[config.mk]
export PLATFORM = sky130hd
export DESIGN_NAME = dummy_accelerator_issue
export DESIGN_NICKNAME = d
export VERILOG_FILES = /design/src/rtl/dummy_accelerator_pkg.sv /design/src/rtl/dummy_accelerator_decoder.sv /design/src/rtl/dummy_accelerator_issue.sv
export SDC_FILE = /design/constraint.sdc
export NUM_CORES = 1
export LEC_CHECK = 0
export ABC_AREA = 1
export BUFFER_PORTS_ARGS = -buffer_cell sky130_fd_sc_hd__buf_2
export CAP_MARGIN = 20
export CORE_MARGIN = 3
export CORE_UTILIZATION = 57
export CTS_CLUSTER_DIAMETER = 40
export CTS_CLUSTER_SIZE = 10
export DETAILED_ROUTE_END_ITERATION = 10
export PLACE_DENSITY = 0.91
export SKIP_LAST_GASP = 1
export SLEW_MARGIN = 20
export SYNTH_ARGS = -nofsm -noshare
export SYNTH_HDL_FRONTEND = slang
export SYNTH_SLANG_ARGS = --single-unit
[constraint.sdc]
create_clock -name clk_i -period 15.2 [get_ports clk_i]
set_clock_uncertainty 0.05 [all_clocks]
set_input_delay 2.28 -clock clk_i [delete_from_list [all_inputs] [get_ports clk_i]]
set_output_delay 2.28 -clock clk_i [all_outputs]
set_load 0.03 [all_outputs]
[src/rtl/dummy_accelerator_pkg.sv]
// Shared types, widths and decode constants for the dummy X-IF accelerator.
package dummy_accelerator_pkg;

    localparam int XLEN          = 32;
    localparam int X_NUM_RS      = 2;
    localparam int X_ID_WIDTH    = 4;
    localparam int IMM_WIDTH     = 12;
    localparam int DEFAULT_DEPTH = 4;

    // opcode[6:0] and funct3[14:12] are the only decoded fields
    localparam logic [31:0] DUMMY_MASK            = 32'h0000_707F;
    localparam logic [31:0] DUMMY_ITERATIVE_MATCH = 32'h0000_0077;
    localparam logic [31:0] DUMMY_PIPELINE_MATCH  = 32'h0000_005B;

    typedef enum logic {
        EU_CTL_PIPELINE  = 1'b0,
        EU_CTL_ITERATIVE = 1'b1
    } ctl_type_t;

    typedef struct packed {
        logic [X_ID_WIDTH-1:0] id;
        logic [4:0]            rd_idx;
    } TagType_t;

    typedef struct packed {
        ctl_type_t             ctl;
        logic [IMM_WIDTH-1:0]  imm;
        logic [XLEN-1:0]       rs1;
        logic [XLEN-1:0]       rs2;
        TagType_t              tag;
        logic                  committed;
        logic                  killed;
    } DummyIssueEntry_t;

endpackage

[src/rtl/dummy_accelerator_decoder.sv]
// Combinational decode of the two dummy custom instructions.
module dummy_accelerator_decoder
    import dummy_accelerator_pkg::*;
(
    input  logic [31:0]          instr,
    output logic                 match,
    output ctl_type_t            ctl,
    output logic [IMM_WIDTH-1:0] imm,
    output logic [4:0]           rd
);

    logic [31:0] masked;
    logic        is_iterative;
    logic        is_pipeline;

    assign masked       = instr & DUMMY_MASK;
    assign is_iterative = (masked == DUMMY_ITERATIVE_MATCH);
    assign is_pipeline  = (masked == DUMMY_PIPELINE_MATCH);

    assign match = is_iterative | is_pipeline;
    assign ctl   = is_iterative ? EU_CTL_ITERATIVE : EU_CTL_PIPELINE;
    assign imm   = instr[31:20];
    assign rd    = instr[11:7];

endmodule

[src/rtl/dummy_accelerator_issue.sv]
// X-IF issue buffer: accepts decoded offloads, waits for commit, dispatches in order.
// Issue response is combinational; eu_valid_o is registered, one cycle after issue+commit.
module dummy_accelerator_issue
    import dummy_accelerator_pkg::*;
#(
    parameter int DEPTH = DEFAULT_DEPTH
) (
    input  logic                     clk_i,
    input  logic                     rst_i,
    input  logic                     issue_valid_i,
    output logic                     issue_ready_o,
    input  logic [31:0]              issue_instr_i,
    input  logic [X_ID_WIDTH-1:0]    issue_id_i,
    input  logic [X_NUM_RS*XLEN-1:0] issue_rs_i,
    input  logic [X_NUM_RS-1:0]      issue_rs_valid_i,
    output logic                     issue_accept_o,
    output logic                     issue_writeback_o,
    input  logic                     commit_valid_i,
    input  logic [X_ID_WIDTH-1:0]    commit_id_i,
    input  logic                     commit_kill_i,
    output logic                     eu_valid_o,
    input  logic                     eu_ready_i,
    output ctl_type_t                eu_ctl_o,
    output logic [IMM_WIDTH-1:0]     eu_imm_o,
    output logic [XLEN-1:0]          eu_rs1_o,
    output logic [XLEN-1:0]          eu_rs2_o,
    output TagType_t                 eu_tag_o
);

    localparam int PW = $clog2(DEPTH);
    localparam int CW = $clog2(DEPTH + 1);

    DummyIssueEntry_t entries      [DEPTH];
    DummyIssueEntry_t entries_next [DEPTH];
    DummyIssueEntry_t new_entry;
    logic [DEPTH-1:0] valid, valid_next;
    logic [PW-1:0]    head, head_next, tail, tail_next;
    logic [CW-1:0]    count, count_next;
    logic             eu_valid, eu_valid_next;

    logic                 dec_match;
    ctl_type_t            dec_ctl;
    logic [IMM_WIDTH-1:0] dec_imm;
    logic [4:0]           dec_rd;
    logic                 full, push, pop, commit_hits_new;

    dummy_accelerator_decoder u_decoder (
        .instr (issue_instr_i),
        .match (dec_match),
        .ctl   (dec_ctl),
        .imm   (dec_imm),
        .rd    (dec_rd)
    );

    // A full buffer blocks even when the head pops this cycle: no bypass path.
    assign full              = (count == CW'(DEPTH));
    assign issue_ready_o     = !dec_match || ((&issue_rs_valid_i) && !full);
    assign push              = issue_valid_i && dec_match && (&issue_rs_valid_i) && !full;
    assign issue_accept_o    = push;
    assign issue_writeback_o = push;

    assign pop             = (eu_valid && eu_ready_i) || (valid[head] && entries[head].killed);
    assign commit_hits_new = commit_valid_i && (commit_id_i == issue_id_i);

    always_comb begin
        new_entry           = '0;
        new_entry.ctl       = dec_ctl;
        new_entry.imm       = dec_imm;
        new_entry.rs1       = issue_rs_i[XLEN-1:0];
        new_entry.rs2       = issue_rs_i[2*XLEN-1:XLEN];
        new_entry.tag.id    = issue_id_i;
        new_entry.tag.rd_idx = dec_rd;
        new_entry.committed = commit_hits_new && !commit_kill_i;
        new_entry.killed    = commit_hits_new && commit_kill_i;

        entries_next = entries;
        valid_next   = valid;
        for (int i = 0; i < DEPTH; i++) begin
            if (commit_valid_i && valid[i] && (entries[i].tag.id == commit_id_i)) begin
                if (commit_kill_i) entries_next[i].killed    = 1'b1;
                else               entries_next[i].committed = 1'b1;
            end
        end
        if (pop) valid_next[head] = 1'b0;
        if (push) begin
            entries_next[tail] = new_entry;
            valid_next[tail]   = 1'b1;
        end

        head_next  = head + PW'(pop);
        tail_next  = tail + PW'(push);
        count_next = count + CW'(push) - CW'(pop);
        eu_valid_next = valid_next[head_next] && entries_next[head_next].committed
                        && !entries_next[head_next].killed;
    end

    always_ff @(posedge clk_i) begin
        if (rst_i) begin
            valid    <= '0;
            head     <= '0;
            tail     <= '0;
            count    <= '0;
            eu_valid <= 1'b0;
        end else begin
            entries  <= entries_next;
            valid    <= valid_next;
            head     <= head_next;
            tail     <= tail_next;
            count    <= count_next;
            eu_valid <= eu_valid_next;
        end
    end

    assign eu_valid_o = eu_valid;
    assign eu_ctl_o   = entries[head].ctl;
    assign eu_imm_o   = entries[head].imm;
    assign eu_rs1_o   = entries[head].rs1;
    assign eu_rs2_o   = entries[head].rs2;
    assign eu_tag_o   = entries[head].tag;

endmodule

==> results.toml, run 1 <==
[outcome]
outcome = "finished, final reports clean"

[worst_setup_path]
crit_required_ns = 12.87
cp_top_family = "simple AND/OR/NAND/NOR gates"
critical_path.slowest_cell = "buf_2"
worstSetupStartpoint = "issue_instr_i[14]"
cpMostUsedCell = "buf_2"
crit_chain = "buf_2, nor2_1, nand2_1, nor2_4, nand2_4, nor2_8, buf_2"
critPathArrivalTime_ns = 3.27
cp_max_fo = 13
critical_path_class = "input pin to primary output"
r2r_slack_ns = 12.59
r2r_start = "head[1]$_SDFF_PP0_"
cpPeakStageDelay_ns = 0.24
start_kind = "input pin"
path_buf_inv = 2
critPathCaptureType = "primary output"

[global_routing]
grt_usage = 0.230
grt_pass1_vias = 9193
antenna_found_initial = 0
grt_pass1_wl_um = 47100
grt_start_max_net_pins = 80
grt_overflow = 0

[synthesis]
syn_nets = 1085
synth_area_leaders = "edfxtp_1 76%, a22oi_1 7.2%, nand2_1 5.8%, nand3_1 2.3%, dfxtp_1 1.7%"
syn_area_per_cell_um2 = 14.4
synth_area_leader_cell = "edfxtp_1"
synth-main-ff-cell = "edfxtp_1"
synth_top_area_frac = 0.760
synth_area_um2 = 13900
synth-seq-cells = 364
synth_warnings = 0
ys_seq_area_frac = 0.777
synthArstFlopShare = 0
synth_common_cells = "352 x edfxtp_1, 214 x nand2_1, 133 x a22oi_1"
yosysUniqueCellTypes = 37
synth_edf_count = 352
yosys.cell_count.top_type = "edfxtp_1"
netlist_instances = 968

[power]
p_switching_uw = 383
irDropWorstVdd_mv = 0.117
power_switching_share = 0.184
seqPwrFrac = 0.531
power_frac_clock = 0.452
powerDensity_nw_per_um2 = 125
power.total_mw = 2.08
p_leak_nw = 6.15
internal_power_mw = 1.69
p_comb_frac = 0.017

[routing]
dr_wl_met2_um = 15600
wl_met3_um = 2830
num_vias = 8735
routed_wl_um = 30500
routedLengthMet1_um = 11200
antenna_left = 0
drt_iter0_markers = 663
dr.pass1.iters = 5
post-route-drc-count = 0
maxUsedRoutingLayer = "met4"
post_drt_wl_per_cell_um = 20.1
routed_via_density = 5.76

[clocking]
cts_root_buffer = "clkbuf_16"
clockBufferDepth = 3
cts_setup_buffers = 0
htree_levels = 2
clock_latency_ns = 0.52
cts_resized = 0
cts.reportedPaths.clkPinSlew_ns = 0.05
hold_buffers = 0
cts.sinks = 364
cts_tree = "done"
numCtsBuffers = 45

[sta]
drv_slew = 0
finalHoldViolations = 0
hold_slack_ns = 0.540
tightest_slew_ns = 1.05
rsz0062_at_grt = "no"
layout_setup_ws_ns = 9.60
setup_violations = 0
min_period_ns = 5.60
clock.fmax_mhz = 179
fin_setup_tns_ns = 0
slew_headroom = 0.298
fin_crit_sh = 0.369

[layout]
antenna_cells = 0
seqCellArea_um2 = 10800
drive_gt1_frac = 0.239
fin_nets = 1298
area_growth_pct = 18.9
multiInputGateArea_um2 = 2710
fillers = 1533

[floorplanning]
dieArea_um2 = 26300
core.rowCount = 56
core_area_um2 = 23800
ios = 202
start_util = 0.586
die_h_um = 162
fp.dieW_um = 162

[min_path]
hold_path_class = "flop to flop"
hold_path_startpoint = "valid[0]$_SDFF_PP0_"

[place]
place_ws_ns = 9.60
dp_hpwl_um = 17400
gp_congestion = 0.894
port-buffer-count = 196

[run]
maxCapViolations = 0
[per-stage QoR]
stage | instance area (um2) | utilization | instances
global placement | 15200 | 0.641 | 1453
finish | 16500 | 0.696 | 1517
floorplan | 13900 | - | 968
CTS | 16500 | 0.696 | 1517
detailed placement | 15200 | 0.641 | 1453
global route | 16500 | 0.696 | 1517
[power by group through the flow]
| stage | clock, mW | combinational [mW] | sequential, mW |
|---|---|---|---|
| 2_1_floorplan | 0 | 0.00946 | 1.12 |
| 3_3_place_gp | 0 | 0.0317 | 1.12 |
| 3_5_place_dp | 0 | 0.0346 | 1.12 |
| 4_1_cts | 0.955 | 0.0351 | 1.10 |
| 5_1_grt | 0.994 | 0.0397 | 1.10 |
| 6_report | 0.938 | 0.0358 | 1.10 |
[logic make-up (layout without fill, tap and decap cells)]
group           Yosys count  count (layout)  share of synthesized area
simple gates            343             343                      0.106
flops                   364             364                      0.777
buf+inv                 107             337                     0.0312
compound gates          144             144                     0.0775
fa+ha+maj                 5               5                    0.00504
xor+xnor                  5               5                    0.00315
[final timing paths]
kind,to,cells after the start
worst max-delay path,issue_accept_o,7
worst min-delay path,valid[0]$_SDFF_PP0_,4
worst max register to register,eu_valid_o$_SDFF_PP0_,10
worst min register to register,valid[0]$_SDFF_PP0_,4
[worst min-delay path, cell delays in order, from the launching register on]
cell and delay [ns]:
dfxtp_1 0.33, nand2_1 0.07, nand2_1 0.06, nand2_1 0.06
inv_1 0.03
[cell type report]
type,instances,share of cell area
sequential,364,0.654
multi-input combinational,497,0.164
tap,319,0.0241
clock buffer,55,0.0741
clock inverter,9,0.00477
inverter,65,0.0147
timing repair buffer,208,0.0647
[layout by cell type (no fill, tap or decap), types with 3 or more instances in the layout]
cell,synthesis,routed
a22oi_1,133,133
buf_2,20,196
buf_4,2,12
clkbuf_1,18,6
clkbuf_16,0,47
clkinv_2,0,3
dfxtp_1,12,12
edfxtp_1,352,352
ha_1,4,4
inv_1,63,62
inv_2,2,3
nand2_1,214,214
nand2_2,3,3
nand3_1,64,64
nand4_1,5,5
nor2_1,39,36
nor2_4,1,4
nor3_1,4,4
nor4_2,0,4
xnor2_1,4,4
[routing by layer]
metal / global-route usage / vias to the layer above
li1: - / 3996
met1: 0.275 / 4222
met2: 0.398 / 441
met3: 0.0632 / 76
met4: 0.0911 / 0
met5: 0 / -
No activity file was read; power rests on OpenSTA's default activity.
==> inputs of run 2 (changes only) <==
CORE_UTILIZATION = 51   (was 57)
PLACE_DENSITY = 0.86   (was 0.91)
clock period = 4.8 ns   (was 15.2 ns; I/O delays follow)
==> run 2 against run 1 <==
Effect of this change: first-iteration DRC count rose by 5.1%; sequential share of layout area fell by 0.62 points; clock-buffer cell count fell by 4; cell area rose by 0.96%; via count fell by 1.4%; critical endpoint is now eu_rs2_o[31]; power rose to 3.2 times the previous value.
==> results.toml, run 2 (synthesis results as in run 1) <==
[outcome]
outcome = "finished, final reports clean"

[place]
gp_congestion = 0.894
dp_hpwl_um = 17300
post-place-cells = 1469
port-buffer-count = 196

[worst_setup_path]
cpMostUsedCell = "nand2_1"
critPathCaptureType = "primary output"
start_kind = "flop"
critical_path.slowest_cell = "clkinv_2"
crit_required_ns = 4.03
r2r_start = "head[0]$_SDFF_PP0_"
critPathArrivalTime_ns = 2.83
cp_max_fo = 48
crit_chain = "nand2_1, clkinv_2, buf_12, a22oi_1, nand2_1, buf_2"
reg2reg_to = "count[2]$_SDFF_PP0_"
critical_path_class = "flop to primary output"
r2r_slack_ns = 2.13
cpPeakStageDelay_ns = 0.64
r2r_cells = 13

[sta]
slew_headroom = 0.488
finalHoldViolations = 0
fin_crit_sh = 0.750
setup_violations = 0
drv_slew = 0
tightest_slew_ns = 0.768
min_period_ns = 3.60
clock.fmax_mhz = 278
hold_slack_ns = 0.356
rsz0062_at_grt = "no"

[global_routing]
grt_overflow = 0
grt_start_max_net_pins = 87
antenna_found_initial = 4
grt_pass1_vias = 8802
grt_usage = 0.200
grt_pass1_wl_um = 45400

[clocking]
cts_resized = 0
clock_latency_ns = 0.52
cts_setup_buffers = 0
hold_buffers = 0
cts_tree = "done"
clockBufferDepth = 3
cts.sinks = 364
cts.reportedPaths.clkPinSlew_ns = 0.05
htree_levels = 2
numCtsBuffers = 47
cts_root_buffer = "clkbuf_16"

[layout]
final_cell_mix = "352 x edfxtp_1, 214 x nand2_1, 196 x buf_2, 133 x a22oi_1, 64 x nand3_1"
drive_gt1_frac = 0.242
layout_commonest_cell = "edfxtp_1"
stdcell_count = 1535
antenna_cells = 0
area_growth_pct = 20.1
fin_nets = 1300

[min_path]
hold_path_depth = 1
hold_path_startpoint = "issue_instr_i[24]"
hold_path_class = "input pin to flop"

[power]
irDropWorstVdd_mv = 0.481
power.total_mw = 6.64
powerDensity_nw_per_um2 = 397
p_leak_nw = 6.19

[routing]
routed_via_density = 5.61
routedLengthMet1_um = 11500
dr.pass1.iters = 8
post_drt_wl_per_cell_um = 19.4
drt_iter0_markers = 697
routed_wl_um = 29700
dr_wl_met2_um = 14800
post-route-drc-count = 0
num_vias = 8611
antenna_left = 0
maxUsedRoutingLayer = "met5"
wl_met3_um = 2600

[floorplanning]
ios = 202
die_h_um = 171
core_area_um2 = 26400
dieArea_um2 = 29300
fp.dieW_um = 171
core.rowCount = 59
start_util = 0.526

[run]
maxCapViolations = 0
-- run 2: worst max-delay path by stage --
stage / from / endpoint / slack, ns / cells past startpoint
global route: head[0]$_SDFF_PP0_ / eu_rs2_o[12] / 1.02 / 6
floorplan: issue_instr_i[6] / flop / -1.98 / 8
CTS: head[0]$_SDFF_PP0_ / eu_rs2_o[31] / 1.19 / 6
detailed placement: head[0]$_SDFF_PP0_ / eu_rs2_o[31] / 1.76 / 6
finish: head[0]$_SDFF_PP0_ / eu_rs2_o[31] / 1.20 / 6
global placement: head[0]$_SDFF_PP0_ / eu_rs2_o[23] / 1.78 / 6
-- run 2: layout make-up --
type | count | area (um2)
clock buffers | 51 | 1190
clock inverters | 15 | 154
fillers | 1842 | 9730
inverters | 65 | 245
multi-input cells | 497 | 2750
flip-flops and latches | 364 | 10800
well taps | 335 | 419
repair buffers | 208 | 1130
-- run 2: critical path: cells and delay by family (launching register included) --
| family | cells | cell delay, ns |
|---|---|---|
| buf+inv | 3 | 1.26 |
| simple gates | 2 | 0.34 |
| compound gates | 1 | 0.22 |
| flops | 1 | 0.44 |
-- run 2: through the flow --
step	setup slack (ns)	instance area [um2]	utilization	setup TNS, ns
final	1.20	16700	0.632	0
after CTS	1.19	16700	0.632	0
after detailed placement	1.76	15400	0.581	0
after global placement	1.78	15400	0.581	0
after floorplan	-1.98	13900	-	-680.96
after global routing	1.02	16700	0.632	0
-- run 2: report_power, final --
part	leakage, nW	switching (mW)	internal [mW]
logic	2.27	0.0695	0.0426
registers	3.26	0.00154	3.49
clock network	0.659	1.17	1.87
-- run 2: layer usage --
metal	up-vias	GRT usage
met3	73	0.0555
met4	8	0.0686
met2	368	0.345
met5	-	0
li1	4004	-
met1	4158	0.246
